[src/rtl/irq_scanline_gen.sv]
// Scanline IRQ generator: counts deglitched PPU A12 rises and raises a CPU IRQ
// when a reloadable down-counter reaches zero, with save-state readback/restore.
module irq_scanline_gen #(
    parameter int CTR_W       = 8,
    parameter int PRESCALE    = 1,
    parameter int FILT_LEN    = 2,
    parameter int LOW_MIN     = 0,
    parameter int OLD_MODE    = 0,
    parameter int IRQ_ON_FALL = 0,
    parameter int SST_BASE    = 16
) (
    input  logic       clk_i,
    input  logic       map_rst_i,
    input  logic       cpu_m3_i,
    input  logic       cpu_rw_i,
    input  logic [7:0] cpu_data_i,
    input  logic [3:0] reg_addr_i,
    input  logic       ppu_a12_i,
    output logic       irq_o,
    input  logic [7:0] sst_addr_i,
    input  logic [7:0] sst_dato_i,
    input  logic       sst_we_reg_i,
    input  logic       sst_act_mc_i,
    output logic [7:0] sst_di_o
);

    localparam int PH_W  = (PRESCALE > 1) ? $clog2(PRESCALE) : 1;
    localparam int LOW_W = $clog2(LOW_MIN + 2);

    localparam logic [15:0]      CTR_MASK = 16'((32'd1 << CTR_W) - 32'd1);
    localparam logic [PH_W-1:0]  PH_LAST  = PH_W'(PRESCALE - 1);
    localparam logic [LOW_W-1:0] LOW_MAX  = '1;

    localparam logic [3:0] REG_B = 4'hB;
    localparam logic [3:0] REG_C = 4'hC;
    localparam logic [3:0] REG_D = 4'hD;
    localparam logic [3:0] REG_E = 4'hE;
    localparam logic [3:0] REG_F = 4'hF;

    localparam logic [7:0] SST_I0 = 8'(SST_BASE + 0);
    localparam logic [7:0] SST_I1 = 8'(SST_BASE + 1);
    localparam logic [7:0] SST_I2 = 8'(SST_BASE + 2);
    localparam logic [7:0] SST_I3 = 8'(SST_BASE + 3);
    localparam logic [7:0] SST_I4 = 8'(SST_BASE + 4);
    localparam logic [7:0] SST_I5 = 8'(SST_BASE + 5);

    logic [FILT_LEN-1:0] filt_q, filt_d;
    logic                a12f_q, a12f_d;
    logic [LOW_W-1:0]    low_cnt_q, low_cnt_d;
    logic [PH_W-1:0]     phase_q, phase_d;
    logic [CTR_W-1:0]    ctr_q, ctr_d;
    logic [15:0]         reload_q, reload_d;
    logic                reload_req_q, reload_req_d;
    logic                irq_on_q, irq_on_d;
    logic                pend_q, pend_d;
    logic                irq_q, irq_d;
    logic [7:0]          sst_di_q, sst_di_d;

    logic                wr_s, rise_s, fall_s, accept_s, low_ok_s;
    logic                ctr_clk_s, trigger_s, pend_set_s;
    logic [CTR_W-1:0]    ctr_next_s;
    logic [15:0]         ctr16_s;

    // A rise only counts after A12 has been low long enough (rejects short re-rises)
    if (LOW_MIN == 0) begin : g_no_low_check
        assign low_ok_s = 1'b1;
    end else begin : g_low_check
        assign low_ok_s = (low_cnt_q >= LOW_W'(LOW_MIN));
    end

    // Next-state logic: filter, prescaler, counter, IRQ, register and save-state access
    always_comb begin
        filt_d       = FILT_LEN'({filt_q, ppu_a12_i});
        a12f_d       = a12f_q;
        low_cnt_d    = low_cnt_q;
        phase_d      = phase_q;
        ctr_d        = ctr_q;
        reload_d     = reload_q;
        reload_req_d = reload_req_q;
        irq_on_d     = irq_on_q;
        pend_d       = pend_q;
        irq_d        = irq_q;
        sst_di_d     = 8'hFF;
        pend_set_s   = 1'b0;
        trigger_s    = 1'b0;
        ctr16_s      = 16'(ctr_q);

        wr_s = cpu_m3_i & ~cpu_rw_i & ~sst_act_mc_i;

        if (&filt_q) begin
            a12f_d = 1'b1;
        end else if (~|filt_q) begin
            a12f_d = 1'b0;
        end else begin
            a12f_d = a12f_q;
        end
        rise_s = a12f_d & ~a12f_q;
        fall_s = ~a12f_d & a12f_q;

        if (a12f_q) begin
            low_cnt_d = '0;
        end else if (low_cnt_q != LOW_MAX) begin
            low_cnt_d = low_cnt_q + LOW_W'(1);
        end else begin
            low_cnt_d = low_cnt_q;
        end

        accept_s   = rise_s & low_ok_s & ~sst_act_mc_i;
        ctr_clk_s  = accept_s & (phase_q == '0);
        ctr_next_s = (ctr_q == '0) ? reload_q[CTR_W-1:0] : ctr_q - CTR_W'(1);

        if (OLD_MODE == 0) begin
            trigger_s = (ctr_next_s == '0);
        end else begin
            trigger_s = (ctr_next_s == '0) & ((ctr_q != '0) | reload_req_q);
        end

        if (sst_act_mc_i) begin
            if (cpu_m3_i && sst_we_reg_i) begin
                case (sst_addr_i)
                    SST_I0:  reload_d = {reload_q[15:8], sst_dato_i} & CTR_MASK;
                    SST_I1:  irq_on_d = sst_dato_i[0];
                    SST_I2:  ctr_d    = CTR_W'({ctr16_s[15:8], sst_dato_i} & CTR_MASK);
                    SST_I4:  reload_d = {sst_dato_i, reload_q[7:0]} & CTR_MASK;
                    SST_I5:  ctr_d    = CTR_W'({sst_dato_i, ctr16_s[7:0]} & CTR_MASK);
                    default: reload_d = reload_q;
                endcase
            end else begin
                reload_d = reload_q;
            end
            irq_d = pend_q;
        end else begin
            if (accept_s) begin
                phase_d = (phase_q == PH_LAST) ? '0 : phase_q + PH_W'(1);
            end else begin
                phase_d = phase_q;
            end

            if (ctr_clk_s) begin
                ctr_d        = ctr_next_s;
                reload_req_d = 1'b0;
                pend_set_s   = trigger_s;
            end else begin
                pend_set_s   = 1'b0;
            end

            // A D write overrides a coincident counter clock and its trigger
            if (wr_s) begin
                case (reg_addr_i)
                    REG_B:   reload_d = {cpu_data_i, reload_q[7:0]} & CTR_MASK;
                    REG_C:   reload_d = {reload_q[15:8], cpu_data_i} & CTR_MASK;
                    REG_D: begin
                        reload_req_d = 1'b1;
                        ctr_d        = '0;
                        phase_d      = '0;
                        pend_set_s   = 1'b0;
                    end
                    REG_E:   irq_on_d = 1'b0;
                    REG_F:   irq_on_d = 1'b1;
                    default: irq_on_d = irq_on_q;
                endcase
            end else begin
                irq_on_d = irq_on_q;
            end

            if (!irq_on_d) begin
                pend_d = 1'b0;
                irq_d  = 1'b0;
            end else begin
                pend_d = pend_q | pend_set_s;
                if (IRQ_ON_FALL == 0) begin
                    irq_d = pend_q;
                end else if (fall_s) begin
                    irq_d = pend_q;
                end else begin
                    irq_d = irq_q;
                end
            end
        end

        case (sst_addr_i)
            SST_I0:  sst_di_d = reload_q[7:0];
            SST_I1:  sst_di_d = {7'b0, irq_on_q};
            SST_I2:  sst_di_d = ctr16_s[7:0];
            SST_I3:  sst_di_d = {6'b0, reload_req_q, pend_q};
            SST_I4:  sst_di_d = reload_q[15:8];
            SST_I5:  sst_di_d = ctr16_s[15:8];
            default: sst_di_d = 8'hFF;
        endcase
    end

    // State registers with synchronous reset
    always_ff @(posedge clk_i) begin
        if (map_rst_i) begin
            filt_q       <= '0;
            a12f_q       <= 1'b0;
            low_cnt_q    <= '0;
            phase_q      <= '0;
            ctr_q        <= '0;
            reload_q     <= 16'h0000;
            reload_req_q <= 1'b0;
            irq_on_q     <= 1'b0;
            pend_q       <= 1'b0;
            irq_q        <= 1'b0;
            sst_di_q     <= 8'h00;
        end else begin
            filt_q       <= filt_d;
            a12f_q       <= a12f_d;
            low_cnt_q    <= low_cnt_d;
            phase_q      <= phase_d;
            ctr_q        <= ctr_d;
            reload_q     <= reload_d;
            reload_req_q <= reload_req_d;
            irq_on_q     <= irq_on_d;
            pend_q       <= pend_d;
            irq_q        <= irq_d;
            sst_di_q     <= sst_di_d;
        end
    end

    assign irq_o    = irq_q;
    assign sst_di_o = sst_di_q;

endmodule

[config.mk]
export PLATFORM = sky130hd
export DESIGN_NAME = irq_scanline_gen
export DESIGN_NICKNAME = d
export VERILOG_FILES = /design/src/rtl/irq_scanline_gen.sv
export SDC_FILE = /design/constraint.sdc
export NUM_CORES = 1
export LEC_CHECK = 0
export CAP_MARGIN = 25
export CORE_MARGIN = 3
export CORE_UTILIZATION = 32
export CTS_CLUSTER_DIAMETER = 60
export CTS_CLUSTER_SIZE = 16
export DETAILED_ROUTE_END_ITERATION = 8
export PLACE_DENSITY = 0.55
export SYNTH_ARGS = -nofsm -noshare
export SYNTH_HDL_FRONTEND = slang
export SYNTH_SLANG_ARGS = --single-unit
[constraint.sdc]
create_clock -name clk_i -period 3.05 [get_ports clk_i]
set_input_delay 0.7625 -clock clk_i [delete_from_list [all_inputs] [get_ports clk_i]]
set_output_delay 0.7625 -clock clk_i [all_outputs]
set_load 0.03 [all_outputs]
==> flow_summary_export.csv, run 1 <==
group,metric,value,unit
cts,postCtsHoldBufs,0,
worst_setup_path,critPathRequiredTime,3.24,ns
cts,clk-insertion-delay-late,0.28,ns
floorplanning,std_cell_rows,26,
global_route,use_met3,3.769,%
cts,clkSlewWorstSetupHoldPaths,0.07,ns
cts,cts.sink_count,32,
global_route,first_global_vias,1743,
worst_setup_path,cpMaxStageDelayCell,"or4_4",
yosys,ys.flop_type,"dfxtp_1",
yosys,synth_top_area_share,35.26,%
final_layout,multi_input_area,0.001072,mm^2
sta,setup_slack,0.3547,ns
floorplanning,number_of_ports_placed_on_the_die_boundary,44,
placement,dp_hpwl,3928,um
worst_setup_path,criticalPathCategory,"input pin to flop",
cts,h-tree-depth,2,
cts,cts_made_buffers,5,
global_route,antenna_found_initial,0,
cts,post_cts_buffers,0,
routing,first_iter_violations,169,
placement,place_ws,0.1506,ns
yosys,netlist_area,0.001817,mm^2
yosys,seq_area_frac_synth,35.26,%
yosys,postSynthRegisterBits,32,
global_route,grtUsageMet2,27.36,%
sta,tns,0,ns
placement,count_of_buffers_from_port_buffering,43,
yosys,synth.cells.most_frequent,"dfxtp_1, nor2_1, nand2_1",
cts,cts.path.max_buffers,2,
floorplanning,start_util,34.26,%
final_layout,final_nets,302,
routing,wl,5124,um
sta,timing.final.crit_period,2.695,ns
sta,timing.max_slew.rel_slack,58.23,%
worst_setup_path,crit_path_max_fanout,6,
final_layout,area_growth_syn_to_fin,36.36,%
global_route,grt_busiest_layer,"met2",
yosys,syn-num-nets,251,
routing,drt-vias-per-instance,5.253,
yosys,count_of_distinct_cell_types_in_the_synthesized_netlist,47,
sta,fmax,0.3710,GHz
flow_run,drv.max_cap_violation_count,0,
yosys,post_synth_inst_count,214,
global_route,global_route.overflow_total,0,
yosys,synth.yosys.warnings,0,
global_route,pin_count_of_the_biggest_net_entering_global_routing,17,
hold_path,hold_path_class,"flop to flop",
worst_setup_path,kind_of_start_point_of_the_critical_path,"input pin",
sta,slew_viol_final,0,
sta,timing_worst_slew_pin_value,0.6208,ns
floorplanning,chipHeight,81.35,um
yosys,postSynthAreaPerCell,8.489,um^2
floorplanning,coreArea,0.005303,mm^2
routing,postRouteAntennaNets,0,
final_layout,reg_area,640.6,um^2
worst_setup_path,critical-path-top-delay-family,"simple AND/OR/NAND/NOR gates",
yosys,synth.largest_area_cell,"dfxtp_1",
global_route,globalRouteTotalUtil,17.08,%
cts,tritoncts,"built",
worst_setup_path,critical_path_arrival,2.88,ns
yosys,yosysMostFrequentCell,"dfxtp_1",
global_route,grt_pass1_wl,8562,um
global_route,gr-usage-met1,22.66,%
routing,count_of_tritonroute_iterations_in_the_first_routing_pass,4,
sta,hold_viol_final,0,
sta,setup_violation_total_in_the_final_timing_report,0,
sta,finClkSkew,0.004314,ns
floorplanning,die_area,0.006617,mm^2
placement,routabilityCongestion,0.8401,
routing,wl_per_cell,15.25,um
yosys,synth-edff-count,0,
yosys,yosys-top-cells-area,"dfxtp_1, nor2_1, nand2_1, a311oi_1, a21oi_1",
cts,post_cts_resize_count,0,
sta,min_period_over_period,88.37,%
final_layout,fillers,531,
pwr,irDropWorstVdd,250.1,uV
floorplanning,die_x,81.35,um
pwr,power.static_leakage,0.9108,nW
cts,clock-root-buffer,"clkbuf_8",
worst_setup_path,crit_end_category,"flop",
worst_setup_path,timing.critical_path.buf_inv,1,
outcome,status,"complete, no violations",
sta,hold_slack,0.4750,ns
sta,setup_repair_after_global_routing_missed_its_margin,"no",
routing,remaining_drc_errors,0,
routing,num_vias,1765,
worst_setup_path,cp_slowest_stage_delay,0.57,ns
final_layout,drive_above_1_share,13.16,%
yosys,async_flop_share,0,%
worst_setup_path,critical_path.cell_chain,"clkdlybuf4s50_1 -> or4_4 -> or2_2 -> o31ai_4 -> nor2_1 -> a311oi_1",
final_layout,antenna_cells,0,
pwr,totalPowerFinal,1.113,mW
pwr,power_density,449.2,mW/mm^2
where the power goes:
group | leakage (nW) | total, mW | switching, mW | internal, mW
clock network | 0.0645 | 0.449 | 0.161 | 0.288
logic | 0.583 | 0.213 | 0.105 | 0.108
registers | 0.263 | 0.451 | 0.0172 | 0.434
total | 0.911 | 1.11 | 0.283 | 0.830
cells in the final DEF (no fill, tap or decap), types with 5 or more instances in the layout:
cell and n:
a21oi_1 14, a22o_1 5, a22oi_1 7, a311oi_1 9
buf_4 12, clkbuf_8 7, clkdlybuf4s50_1 43, dfxtp_1 32
inv_1 8, mux2i_1 7, nand2_1 22, nand3_1 7
nor2_1 26, nor3_1 6, o21ai_0 11
routing by layer:
layer | routed length [um] | up-vias
met4 | 34 | 0
met5 | 0 | -
met3 | 259 | 4
met2 | 2412 | 43
li1 | - | 895
met1 | 2417 | 823
cell families (layout without fill, tap and decap cells):
family / count (synthesis) / in the layout / share of synthesized area (%)
simple gates: 84 / 84 / 23.83
compound gates: 65 / 65 / 27.13
flops: 32 / 32 / 35.26
buf+inv: 19 / 71 / 5.716
mux: 10 / 10 / 5.716
fa+ha+maj: 2 / 2 / 1.377
xor+xnor: 2 / 2 / 0.9644
path summary, 6_finish.rpt:
| check | to | slack, ns | startpoint | cells past startpoint |
|---|---|---|---|---|
| worst max-delay path | ctr_q[6]$_SDFFE_PP0P_ | 0.35 | sst_addr_i[5] | 6 |
| worst min-delay path | a12f_q$_SDFF_PP0_ | 0.47 | a12f_q$_SDFF_PP0_ | 2 |
| worst max register to register | pend_q$_SDFFE_PP0N_ | 0.80 | ctr_q[0]$_SDFFE_PP0P_ | 7 |
| worst min register to register | a12f_q$_SDFF_PP0_ | 0.47 | a12f_q$_SDFF_PP0_ | 2 |
area by class of cell:
cell class,instances,share of cell area (%)
inverters,8,1.212
clock buffers,7,3.889
well taps,70,3.535
clock inverters,1,1.212
multi-input cells,163,43.28
flip-flops and latches,32,25.86
repair buffers,55,21.01
worst reg2reg max path, cell delays in order, from the launching register on:
cell	delay (ns)
dfxtp_1	0.37
inv_1	0.16
ha_1	0.25
nor4b_2	0.48
nand2_1	0.26
mux2_2	0.31
nand3_1	0.08
o41ai_1	0.24
stage by stage:
stage                     std cells  util [%]  area (um^2)
after global placement          328     44.34         2351
after global routing            336     46.72         2477
after detailed placement        328     44.34         2351
after floorplan                 214         -         1817
after CTS                       336     46.72         2477
final                           336     46.72         2477
sequential cells by signal, indices dropped and copies added (netlist names):
signal,cells
sst_di_o,8
filt_q,2
reload_req_q,1
irq_on_q,1
irq_o,1
phase_q,1
ctr_q,8
a12f_q,1
pend_q,1
reload_q,8
Power figures use the tool's default switching activity.
==> run 2, diff against run 1 <==
--- a/config.mk
+++ b/config.mk
@@ -7,11 +7,11 @@
 export LEC_CHECK = 0
 export CAP_MARGIN = 25
 export CORE_MARGIN = 3
-export CORE_UTILIZATION = 32
+export CORE_UTILIZATION = 35
 export CTS_CLUSTER_DIAMETER = 60
 export CTS_CLUSTER_SIZE = 16
 export DETAILED_ROUTE_END_ITERATION = 8
-export PLACE_DENSITY = 0.55
+export PLACE_DENSITY = 0.61
 export SYNTH_ARGS = -nofsm -noshare
 export SYNTH_HDL_FRONTEND = slang
 export SYNTH_SLANG_ARGS = --single-unit
==> constraint.sdc (replaced) <==
create_clock -name clk_i -period 2.39 [get_ports clk_i]
set_input_delay 0.5975 -clock clk_i [delete_from_list [all_inputs] [get_ports clk_i]]
set_output_delay 0.5975 -clock clk_i [all_outputs]
set_load 0.03 [all_outputs]
==> flow_summary_export.csv, run 2 (synthesis gave the netlist of run 1 again) <==
group,metric,value,unit
cts,clock-root-buffer,"clkbuf_8",
cts,h-tree-depth,2,
final_layout,fillers,503,
sta,timing.final.crit_period,2.279,ns
pwr,p_sw_share,26.31,%
cts,cts.sink_count,32,
pwr,power_switching,344.2,uW
sta,setup_violation_total_in_the_final_timing_report,0,
pwr,relative_contribution_of_the_clock_network_to_total_power,33.6,%
placement,count_of_buffers_from_port_buffering,43,
sta,setup_slack,0.1113,ns
cts,postCtsHoldBufs,0,
routing,wl,4958,um
final_layout,multi_input_area,0.001106,mm^2
worst_setup_path,critical_path_arrival,2.46,ns
outcome,status,"complete, no violations",
global_route,antenna_found_initial,0,
floorplanning,chipHeight,78.05,um
floorplanning,die_x,78.05,um
sta,hold_viol_final,0,
floorplanning,start_util,37.23,%
cts,cts.path.max_buffers,2,
final_layout,final_nets,315,
sta,finClkSkew,0.004266,ns
floorplanning,number_of_ports_placed_on_the_die_boundary,44,
final_layout,reg_area,640.6,um^2
routing,drt-vias-per-instance,5.368,
routing,postRouteAntennaNets,0,
final_layout,layout_common_cells,"clkdlybuf4s50_1, dfxtp_1, nor2_1",
sta,min_period_over_period,95.34,%
routing,count_of_tritonroute_iterations_in_the_first_routing_pass,4,
pwr,combinational_fraction_of_design_power,22.6,%
floorplanning,coreArea,0.004880,mm^2
final_layout,antenna_cells,0,
pwr,irDropWorstVdd,391.0,uV
pwr,power_density,503.4,mW/mm^2
pwr,totalPowerFinal,1.308,mW
routing,num_vias,1852,
routing,first_iter_violations,122,
sta,timing_worst_slew_pin_value,0.5968,ns
final_layout,layout.cells.most_common,"clkdlybuf4s50_1",
placement,routabilityCongestion,0.8813,
cts,tritoncts,"built",
floorplanning,std_cell_rows,25,
pwr,power.sequential.fraction,43.8,%
cts,clk-insertion-delay-late,0.27,ns
placement,place_inst,336,
pwr,power.static_leakage,0.9992,nW
routing,remaining_drc_errors,0,
global_route,globalRouteTotalUtil,17.31,%
floorplanning,die_area,0.006091,mm^2
routing,wl_per_cell,14.37,um
hold_path,hold_path_class,"flop to flop",
global_route,grt_pass1_wl,8500,um
sta,tns,0,ns
placement,dp_hpwl,3877,um
worst_setup_path,crit_end_category,"flop",
worst_setup_path,crit_path_max_fanout,10,
final_layout,instances_no_fill,345,
sta,fmax,0.4388,GHz
cts,clkSlewWorstSetupHoldPaths,0.07,ns
worst_setup_path,critPathRequiredTime,2.57,ns
placement,place_ws,-0.3458,ns
global_route,first_global_vias,1804,
global_route,pin_count_of_the_biggest_net_entering_global_routing,16,
cts,cts_made_buffers,5,
final_layout,area_growth_syn_to_fin,43.04,%
pwr,p_int,964.1,uW
sta,timing.max_slew.rel_slack,60.09,%
worst_setup_path,kind_of_start_point_of_the_critical_path,"input pin",
worst_setup_path,criticalPathCategory,"input pin to flop",
sta,slew_viol_final,0,
final_layout,drive_above_1_share,17.63,%
global_route,global_route.overflow_total,0,
flow_run,drv.max_cap_violation_count,0,
[run 2: layer usage]
metal,GRT usage [%],up-vias,share of wire (%)
li1,-,925,-
met1,22.87,872,48
met2,28.51,49,46
met3,3.784,6,4.8
met4,4.720,0,1.5
met5,0,-,0
[run 2: power groups by stage]
stage          clock network [mW]  registers, mW  logic [mW]
2_1_floorplan                   0          0.591       0.151
3_3_place_gp                    0          0.585       0.287
3_5_place_dp                    0          0.585       0.288
4_1_cts                     0.451          0.573       0.296
5_1_grt                     0.477          0.576       0.324
6_report                    0.439          0.573       0.296
[run 2: stage by stage]
step / area [um^2] / hold WS, ns / util, %
2_1_floorplan: 1817 / 0.4478 / -
3_3_place_gp: 2430 / 0.4582 / 49.79
3_5_place_dp: 2430 / 0.4685 / 49.79
4_1_cts: 2557 / 0.4789 / 52.41
5_1_grt: 2599 / 0.5050 / 53.26
6_report: 2599 / 0.4751 / 53.26
[run 2: repair_timing]
action                                  CTS  global route
gates resized for setup                   5             5
pin swaps                                 4             8
hold endpoints to repair                  0             0
endpoints found under the setup margin    8             6
buffers inserted                          0             2
[run 2: final timing paths]
kind / startpoint / slack (ns) / cells past startpoint / end
worst min-delay path: a12f_q$_SDFF_PP0_ / 0.48 / 2 / a12f_q$_SDFF_PP0_
worst max-delay path: sst_addr_i[2] / 0.11 / 8 / reload_q[0]$_SDFFE_PP0P_
worst max register to register: ctr_q[0]$_SDFFE_PP0P_ / 0.33 / 7 / pend_q$_SDFFE_PP0N_
worst min register to register: a12f_q$_SDFF_PP0_ / 0.48 / 2 / a12f_q$_SDFF_PP0_
[run 2: final cells by class]
| cell class | count | share of cell area [%] |
|---|---|---|
| well taps | 67 | 3.226 |
| clock buffers | 7 | 3.707 |
| repair buffers | 68 | 24.70 |
| flip-flops and latches | 32 | 24.65 |
| inverters | 8 | 1.156 |
| multi-input cells | 163 | 42.56 |
[run 2: critical path, stage by stage]
cell and delay, ns:
clkdlybuf4s50_1 0.42, buf_4 0.15, or2_2 0.33, nor4_4 0.31, o2bb2ai_4 0.25, buf_6 0.15, nor2_1 0.03, a311oi_1 0.22
